File: config.mk
export PLATFORM = sky130hd
export DESIGN_NAME = mem_access_ctrl
export DESIGN_NICKNAME = d
export VERILOG_FILES = /design/src/rtl/mem_access_ctrl.sv
export SDC_FILE = /design/constraint.sdc
export NUM_CORES = 1
export LEC_CHECK = 0
export CAP_MARGIN = 30
export CORE_MARGIN = 8
export CORE_UTILIZATION = 34
export DETAILED_ROUTE_END_ITERATION = 8
export PLACE_DENSITY = 0.84
export SLEW_MARGIN = 10
export SYNTH_ARGS = -nofsm -noshare
export SYNTH_HDL_FRONTEND = slang
export SYNTH_SLANG_ARGS = --single-unit
File: constraint.sdc
create_clock -name clk -period 2.9 [get_ports clk]
set_input_delay 0.87 -clock clk [delete_from_list [all_inputs] [get_ports clk]]
set_output_delay 0.87 -clock clk [all_outputs]
set_load 0.02 [all_outputs]
File: src/rtl/mem_access_ctrl.sv
// Byte/half/word load-store initiator for a word-addressed memory; sub-word stores use
// read-modify-write. Optional macro MEMCTRL_SUBWORD_EN enables byte and half accesses.
module mem_access_ctrl #(
  parameter int unsigned ADDR_W = 10
) (
  input  logic        clk,
  input  logic        rst,
  input  logic        req,
  input  logic        req_we,
  input  logic [1:0]  req_size,
  input  logic        req_signed,
  input  logic [31:0] req_addr,
  input  logic [31:0] req_wdata,
  output logic        busy,
  output logic        done,
  output logic        err,
  output logic [31:0] rdata,
  output logic [31:0] mem_addr,
  output logic [31:0] mem_wdata,
  output logic        mem_we,
  output logic        mem_re,
  input  logic [31:0] mem_rdata
);

  typedef enum logic [1:0] {StIdle, StRead, StWrite, StDone} state_e;

  state_e state_q;
  logic   req_err;

`ifdef MEMCTRL_SUBWORD_EN
  logic        we_q;
  logic        signed_q;
  logic [1:0]  size_q;
  logic [1:0]  off_q;
  logic [31:0] wdata_q;
  logic        unused_addr;

  assign unused_addr = ^req_addr[31:ADDR_W+2];

  always_comb begin
    req_err = 1'b0;
    unique case (req_size)
      2'b00:   req_err = 1'b0;
      2'b01:   req_err = req_addr[0];
      2'b10:   req_err = (req_addr[1:0] != 2'b00);
      default: req_err = 1'b1;
    endcase
  end

  // Big-endian lanes: offset 0 is the most significant byte.
  function automatic logic [31:0] lane_extract(input logic [31:0] w, input logic [1:0] size,
                                               input logic [1:0] off, input logic sgn);
    logic [7:0]  b;
    logic [15:0] h;
    logic [31:0] r;
    b = 8'h00;
    unique case (off)
      2'd0: b = w[31:24];
      2'd1: b = w[23:16];
      2'd2: b = w[15:8];
      default: b = w[7:0];
    endcase
    h = off[1] ? w[15:0] : w[31:16];
    if (size == 2'b00) begin
      r = {{24{sgn & b[7]}}, b};
    end else if (size == 2'b01) begin
      r = {{16{sgn & h[15]}}, h};
    end else begin
      r = w;
    end
    return r;
  endfunction

  function automatic logic [31:0] lane_merge(input logic [31:0] old, input logic [31:0] d,
                                             input logic [1:0] size, input logic [1:0] off);
    logic [31:0] r;
    r = old;
    if (size == 2'b00) begin
      unique case (off)
        2'd0: r[31:24] = d[7:0];
        2'd1: r[23:16] = d[7:0];
        2'd2: r[15:8]  = d[7:0];
        default: r[7:0] = d[7:0];
      endcase
    end else if (off[1]) begin
      r[15:0] = d[15:0];
    end else begin
      r[31:16] = d[15:0];
    end
    return r;
  endfunction
`else
  logic unused_in;

  assign unused_in = ^{req_addr[31:ADDR_W+2], req_signed};

  always_comb begin
    req_err = (req_size != 2'b10) || (req_addr[1:0] != 2'b00);
  end
`endif

  always_ff @(posedge clk or posedge rst) begin
    if (rst) begin
      state_q   <= StIdle;
      busy      <= 1'b0;
      done      <= 1'b0;
      err       <= 1'b0;
      rdata     <= 32'h0;
      mem_addr  <= 32'h0;
      mem_wdata <= 32'h0;
      mem_we    <= 1'b0;
      mem_re    <= 1'b0;
`ifdef MEMCTRL_SUBWORD_EN
      we_q      <= 1'b0;
      signed_q  <= 1'b0;
      size_q    <= 2'b00;
      off_q     <= 2'b00;
      wdata_q   <= 32'h0;
`endif
    end else begin
      done   <= 1'b0;
      err    <= 1'b0;
      mem_we <= 1'b0;
      mem_re <= 1'b0;
      case (state_q)
        StIdle: begin
          if (req) begin
            busy     <= 1'b1;
            mem_addr <= 32'(req_addr[ADDR_W+1:2]);
`ifdef MEMCTRL_SUBWORD_EN
            we_q     <= req_we;
            signed_q <= req_signed;
            size_q   <= req_size;
            off_q    <= req_addr[1:0];
            wdata_q  <= req_wdata;
`endif
            if (req_err) begin
              state_q <= StDone;
              done    <= 1'b1;
              err     <= 1'b1;
            end else if (req_we && req_size == 2'b10) begin
              state_q   <= StWrite;
              mem_we    <= 1'b1;
              mem_wdata <= req_wdata;
            end else begin
              state_q <= StRead;
              mem_re  <= 1'b1;
            end
          end
        end
        StRead: begin
`ifdef MEMCTRL_SUBWORD_EN
          if (we_q) begin
            mem_wdata <= lane_merge(mem_rdata, wdata_q, size_q, off_q);
            state_q   <= StWrite;
            mem_we    <= 1'b1;
          end else begin
            rdata   <= lane_extract(mem_rdata, size_q, off_q, signed_q);
            state_q <= StDone;
            done    <= 1'b1;
          end
`else
          // Only word loads reach READ in this build.
          rdata   <= mem_rdata;
          state_q <= StDone;
          done    <= 1'b1;
`endif
        end
        StWrite: begin
          state_q <= StDone;
          done    <= 1'b1;
        end
        default: begin
          state_q <= StIdle;
          busy    <= 1'b0;
        end
      endcase
    end
  end

endmodule

* Word level (Yosys, flattened, before mapping)
Cells that the tools add are included.
Storage, ports and cells: register bits after elaboration 81, latch bits 0, memory bits (writable) 0, memory bits (read-only) 0, word-level logic and storage cells 42, memories kept 0
Cells by class: add/sub/neg operators 0, $mul 0, divide/modulo/power cells 0, magnitude comparators 0, equality and inequality tests 5, shift-type cells 0, multiplexer cells 18, bitwise operators 2, reductions and logical operators 8
Operators with widths (number):
- $mux W1 | 12
- $mux W2 | 3
- $eq A2 B2 Y1 const B | 2
- $ne A2 B2 Y1 const B | 2
- $pmux W1 S2 | 2
- $pmux W2 S2 | 1
- $reduce_and A2 Y1 | 2
- $reduce_and A4 Y1 | 1
- $eq A2 B1 Y1 const B | 1
- $logic_not A2 Y1 | 1
- $not A1 Y1 | 2
- $reduce_bool A2 Y1 | 1
- $reduce_or A2 Y1 | 1
- $logic_and A1 B1 Y1 | 1
- $logic_or A1 B1 Y1 | 1

* Longest topological paths before layout
Gate-level depths: netlist (run 1).
depth after elaboration 6, gate-level depth with buffers 6, depth with buffers taken out 5

* Least setup slack after synthesis (run 1)
No wires, ideal clock.
path type input to register, start in req_size[0], end reg mem_wdata[10], setup time 125 ps, data arrival time 1887 ps, data required time 2775 ps, path slack 888 ps, stages 4, path buffers 1, cell sequence nor4b_4 -> nand4_4 -> buf_6 -> mux2_4
On the way: longest elaborated chain between the ends 4, elaborated cells between the ends (all ways) 6, classes of those cells eq/ne: 2; bitwise: 1; reduce/logical: 3
Ends and longest elaborated chain:
- start: declaration | RTL line 10 | input logic [1:0] req_size,
- $ne A2 B2 Y1 | RTL line 98 | req_err = (req_size != 2'b10) || (req_addr[1:0] != 2'b00);
- $logic_or A1 B1 Y1 | RTL line 98
- $not A1 Y1 (no line)
- $reduce_and A4 Y1 (no line) *
- end signal: assignment | RTL line 144 | mem_wdata <= req_wdata;
- end: declaration | RTL line 19 | output logic [31:0] mem_wdata,
Every way passes the cells marked *; elsewhere a longest branch is shown, timed or not. A chain may end at the register's enable or synchronous reset.

* Worst setup path in the final report (run 1)
start reg mem_wdata[28], end out mem_wdata[28]
No word-level cell between the ends.

==> results of run 1 <==
-- metal layers --
metal	vias to the layer above	share of wire [%]	GRT usage (%)
li1	998	-	-
met1	1087	38	13.3
met2	101	51	22.4
met3	4	9.8	5.05
met4	0	0.46	3.89
met5	-	0	0
-- final cells by class --
type	count	area share, %
clock buffer	10	2.61
multi-input combinational	114	22.6
sequential	81	38.4
inverter	4	0.356
timing repair buffer	164	31.4
tap	133	3.15
clock inverter	5	1.52
-- stage by stage --
stage / area (µm²) / hold slack, ns / cells
after floorplan: 3460 / 0.508 / 229
after global placement: 5060 / 0.487 / 496
after detailed placement: 5060 / 0.491 / 496
after CTS: 5280 / 0.511 / 511
after global routing: 5280 / 0.524 / 511
final: 5280 / 0.507 / 511
-- state kept, by name (all words and copies together), names as in the netlist, 2 cells and up --
| register | cells |
|---|---|
| mem_wdata | 32 |
| rdata | 32 |
| mem_addr | 10 |
| state_q | 2 |
-- worst min path at each step --
stage                              start                   endpoint
6_report            rdata[0]$_DFFE_PP0N_       rdata[0]$_DFFE_PP0N_
5_1_grt             rdata[5]$_DFFE_PP0N_       rdata[5]$_DFFE_PP0N_
4_1_cts        mem_wdata[29]$_DFFE_PP0P_  mem_wdata[29]$_DFFE_PP0P_
3_5_place_dp   mem_wdata[17]$_DFFE_PP0P_  mem_wdata[17]$_DFFE_PP0P_
3_3_place_gp   mem_wdata[29]$_DFFE_PP0P_  mem_wdata[29]$_DFFE_PP0P_
2_1_floorplan     state_q[1]$_DFFE_PP0P_     state_q[1]$_DFFE_PP0P_
-- where the power goes --
part	leakage [µW]	internal [µW]	switching, µW
logic	0.00126	1390	1130
registers	0.00102	1590	234
clock network	0.000104	502	387
total	0.00238	3470	1750
-- logic make-up (layout without fill, tap and decap cells) --
family / count (synthesis) / count (layout) / synth area share (%)
AOI/OAI and AO/OA: 4 / 4 / 1.15
DFF: 81 / 81 / 60.0
other: 1 / 22 / 0.111
buffers and inverters: 34 / 183 / 6.97
muxes: 74 / 74 / 27.9
and+or+nand+nor: 11 / 11 / 2.71
adders and majority gates: 3 / 3 / 1.11
-- synth_stat cells (all sizes together) --
cell,instances
nor4b,1
conb,1
clkbuf,1
nor2b,2
buf,29
mux2,74
dfrtp,81
ha,3
a221o,2
nand4,1
o21ba,1
nor3b,1
or2b,1
inv,4
o22a,1
nand2,2
nor2,3
==> reports/results.tsv, run 1 <==
metric	value	unit
drive_above_1_share	25.7	%
status	complete, no violations	
gp_congestion	0.739	
p_leak	0.00238	µW
tightest_slew	0.530	ns
grt_pass1_vias	2428	
min_period_over_period	76.3	%
crit_type	register to output pin	
yosys_warnings	0	
vias	2190	
drt-total-wl	8.63	mm
synth_cell_types	21	
nNetsFinal	480	
postRouteAntennaNets	0	
multiInputGateArea	1190	µm²
ctsHoldBuffers	0	
grt_pass1_wl	12.9	mm
antenna_found_initial	0	
yosys-top-cells-area	dfrtp_1 (60%), mux2_2 (15%), mux2_4 (13%)	
yosysTopAreaCellShare	60.0	%
grt_setup_unrepaired	false	
p_total	5230	µW
crit_start	mem_wdata[28]$_DFFE_PP0P_	
final-seq-area	2030	µm²
cts_resized	0	
finalSetupViolations	0	
grt_max_degree	82	
cts_max_level	3	
period_needed	2.21	ns
ios	204	
endpoint_kind	output pin	
drtIter0Drc	36	
synthCells	208	
worst-path-buf-inv	1	
syn2layout_area_growth	56.4	%
dp_worst_setup_slack	0.333	ns
vdd_drop_max	417	µV
firstDrtPassIters	4	
cp_num_cells	1	
worstSetupStartpointType	register	
dp_hpwl	6.73	mm
io_buffers	160	
slew_headroom	64.5	%
initial_core_util	34.7	%
drv_cap	0	
core_area	9730	µm²
root_buffer	clkbuf_8	
r2r.worst_path.cells	5	
fp-row-count	36	
critPathSlowestCell	clkdlybuf4s50_1	
slowest_delay	0.64	ns
crit_required	2.03	ns
min_path_cells	1	
layout_common_cells	clkdlybuf4s50_1 (160), dfrtp_1 (81), mux2_2 (45), mux2_4 (29), conb_1 (22)	
syn_area_per_cell	16.2	µm²
ys_ff_latch	81	
clk-insertion-delay-late	0.34	ns
worst_ep_arrival_time	1.34	ns
hold_viol_final	0	
globalRouteOverflowTotal	0	
clock.fmax	452	MHz
dieArea	13400	µm²
clock_skew	0.00760	ns
clock_sinks	81	
maxSlewViolCount	0	
synth.largest_area_cell	dfrtp_1	
grt_use_total	12.5	%
utilization	54.3	%
cp_cell_sequence	clkdlybuf4s50_1	
setup_tns	0	ns
p_per_area	990	nW/µm²
setup_ws	0.687	ns
nFillCells	830	
r2r_end	state_q[0]$_DFFE_PP0P_	
critPathTopFamily	buffers and inverters	
post-cts-setup-buffers	0	
final_common_cell	clkdlybuf4s50_1	
cts_max_path_buffers	2	
dieWidth	116	µm
cts_tree	built	
dieHeight	116	µm
netlist_area	3380	µm²
n_antenna_cell	0	
drc_errors	0	
numCtsBuffers	9	
critical_path_peak_fanout	2	
routedWlPerCell	16.9	µm
path_clk_slew	0.08	ns
r2r-start	state_q[0]$_DFFE_PP0P_	
endpoint	mem_wdata[28]	
hp-class	register to register	
r2r_slack	1.13	ns
viasPerCell	4.29	
ys_seq_area_share	60.0	%
No activity file was read; power rests on OpenSTA's default activity.
==> inputs of run 2 (changes only) <==
Settings changed: CORE_UTILIZATION 34 to 37, PLACE_DENSITY 0.84 to 0.87.
Clock period 2.9 ns to 2.15 ns, I/O delays scaled along.
==> run 2 against run 1 <==
  * Utilization up 3.8 points
  * Sequential share of layout area is 0.14 points higher
  * Power rose by 34%
  * Die area shrank 7.0%
  * Global-route usage up 1.5 points
  * Cell area is 0.36% lower
  * Critical path type unchanged
==> reports/results.tsv, run 2 (synthesis gave the netlist of run 1 again) <==
metric	value	unit	change
antenna_found_initial	0		unchanged
layout_common_cells	clkdlybuf4s50_1 (160), dfrtp_1 (81), mux2_2 (45), mux2_4 (29), conb_1 (22)		
worstSetupStartpointType	register		
grt_max_degree	82		unchanged
gp_congestion	0.718		-2.9%
slowest_delay	0.62	ns	-0.02 ns
path_clk_slew	0.09	ns	about the same
cts_tree	built		
vias	2179		-0.50%
cts_max_path_buffers	2		unchanged
p_total	7000	µW	+34%
top_regs	mem_wdata: 32 flops, rdata: 32 flops, mem_addr: 10 flops		
viasPerCell	4.43		+3.3%
final_common_cell	clkdlybuf4s50_1		
final-seq-area	2030	µm²	unchanged
io_buffers	160		unchanged
cts_max_level	3		unchanged
syn2layout_area_growth	55.8	%	
worst-path-buf-inv	1		unchanged
critical_path_peak_fanout	2		unchanged
crit_type	register to output pin		
post-cts-setup-buffers	0		unchanged
critPathTopFamily	buffers and inverters		
grt_pass1_wl	13.9	mm	+8.1%
drt-total-wl	8.47	mm	-1.8%
dieHeight	112	µm	-3.6%
p_per_area	1330	nW/µm²	+35%
clock.fmax	505	MHz	
grt_pass1_vias	2599		+7.0%
ctsHoldBuffers	0		unchanged
endpoint_kind	output pin		
numCtsBuffers	9		unchanged
worst_ep_arrival_time	1.33	ns	about the same
drc_errors	0		unchanged
nFillCells	758		-8.7%
multiInputGateArea	1190	µm²	unchanged
root_buffer	clkbuf_8		
clock_skew	0.00908	ns	+0.00149 ns
clock_sinks	81		unchanged
core_area	9060	µm²	-6.8%
ios	204		unchanged
nNetsFinal	483		+0.63%
period_needed	1.98	ns	
postPlaceCellArea	5060	µm²	about the same
dp_hpwl	6.58	mm	-2.3%
fp-row-count	35		-2.8%
routedWlPerCell	17.2	µm	+2.0%
dieWidth	112	µm	-3.6%
cts_resized	0		unchanged
drv_cap	0		unchanged
hp-class	register to register		
finalSetupViolations	0		unchanged
postRouteAntennaNets	0		unchanged
cp_cell_sequence	clkdlybuf4s50_1		
globalRouteOverflowTotal	0		unchanged
n_antenna_cell	0		unchanged
dieArea	12400	µm²	-7.0%
initial_core_util	37.2	%	+2.5 points
clk-insertion-delay-late	0.34	ns	about the same
critPathSlowestCell	clkdlybuf4s50_1		
p_leak	0.00238	µW	+0.14%
firstDrtPassIters	4		unchanged
grt_setup_unrepaired	false		
drive_above_1_share	26.2	%	+0.59 points
status	complete, no violations		
crit_required	1.50	ns	-0.53 ns
fin_area	5260	µm²	-0.36%
hold_viol_final	0		unchanged
maxSlewViolCount	0		unchanged
min_period_over_period	92.1	%	
grt_use_total	14.0	%	+1.5 points
vdd_drop_max	692	µV	+66%
drtIter0Drc	48		+33%
[run 2: worst paths after layout]
kind / from / to / slack (ns) / depth (start not counted)
max: mem_wdata[19]$_DFFE_PP0P_ / mem_wdata[19] / 0.17 / 1
min in group asynchronous: rst / mem_wdata[10]$_DFFE_PP0P_ / 0.76 / 3
min: rdata[26]$_DFFE_PP0N_ / rdata[26]$_DFFE_PP0N_ / 0.51 / 1
max reg2reg: state_q[0]$_DFFE_PP0P_ / mem_wdata[31]$_DFFE_PP0P_ / 0.52 / 5
max in group asynchronous: rst / mem_wdata[9]$_DFFE_PP0P_ / 1.01 / 3
min reg2reg: rdata[26]$_DFFE_PP0N_ / rdata[26]$_DFFE_PP0N_ / 0.51 / 1
[run 2: area by class of cell]
cell class | instances | area share (%)
clock inverters | 4 | 0.999
flip-flops and latches | 81 | 38.5
inverters | 4 | 0.357
well taps | 111 | 2.64
repair buffers | 167 | 31.9
multi-input cells | 114 | 22.7
clock buffers | 11 | 2.88
[run 2: power breakdown]
group | switching, µW | internal (µW)
clock network | 535 | 594
logic | 1540 | 1890
registers | 316 | 2140
[run 2: per-layer routing]
layer	up-vias	track usage (%)	share of wire, %
met3	7	6.22	7.6
li1	1007	-	-
met1	1083	13.9	37
met5	-	0	0
met4	0	3.65	0.70
met2	82	26.0	55
[run 2: stage by stage]
stage	utilization [%]	instances	TNS, ns	setup WS [ns]	hold WS, ns
floorplan	-	229	0	0.363	0.508
global placement	55.8	477	-3.14	-0.134	0.487
detailed placement	55.8	477	-3.39	-0.144	0.492
CTS	58.0	492	0	0.142	0.512
global route	58.0	492	0	0.109	0.524
finish	58.0	492	0	0.170	0.508
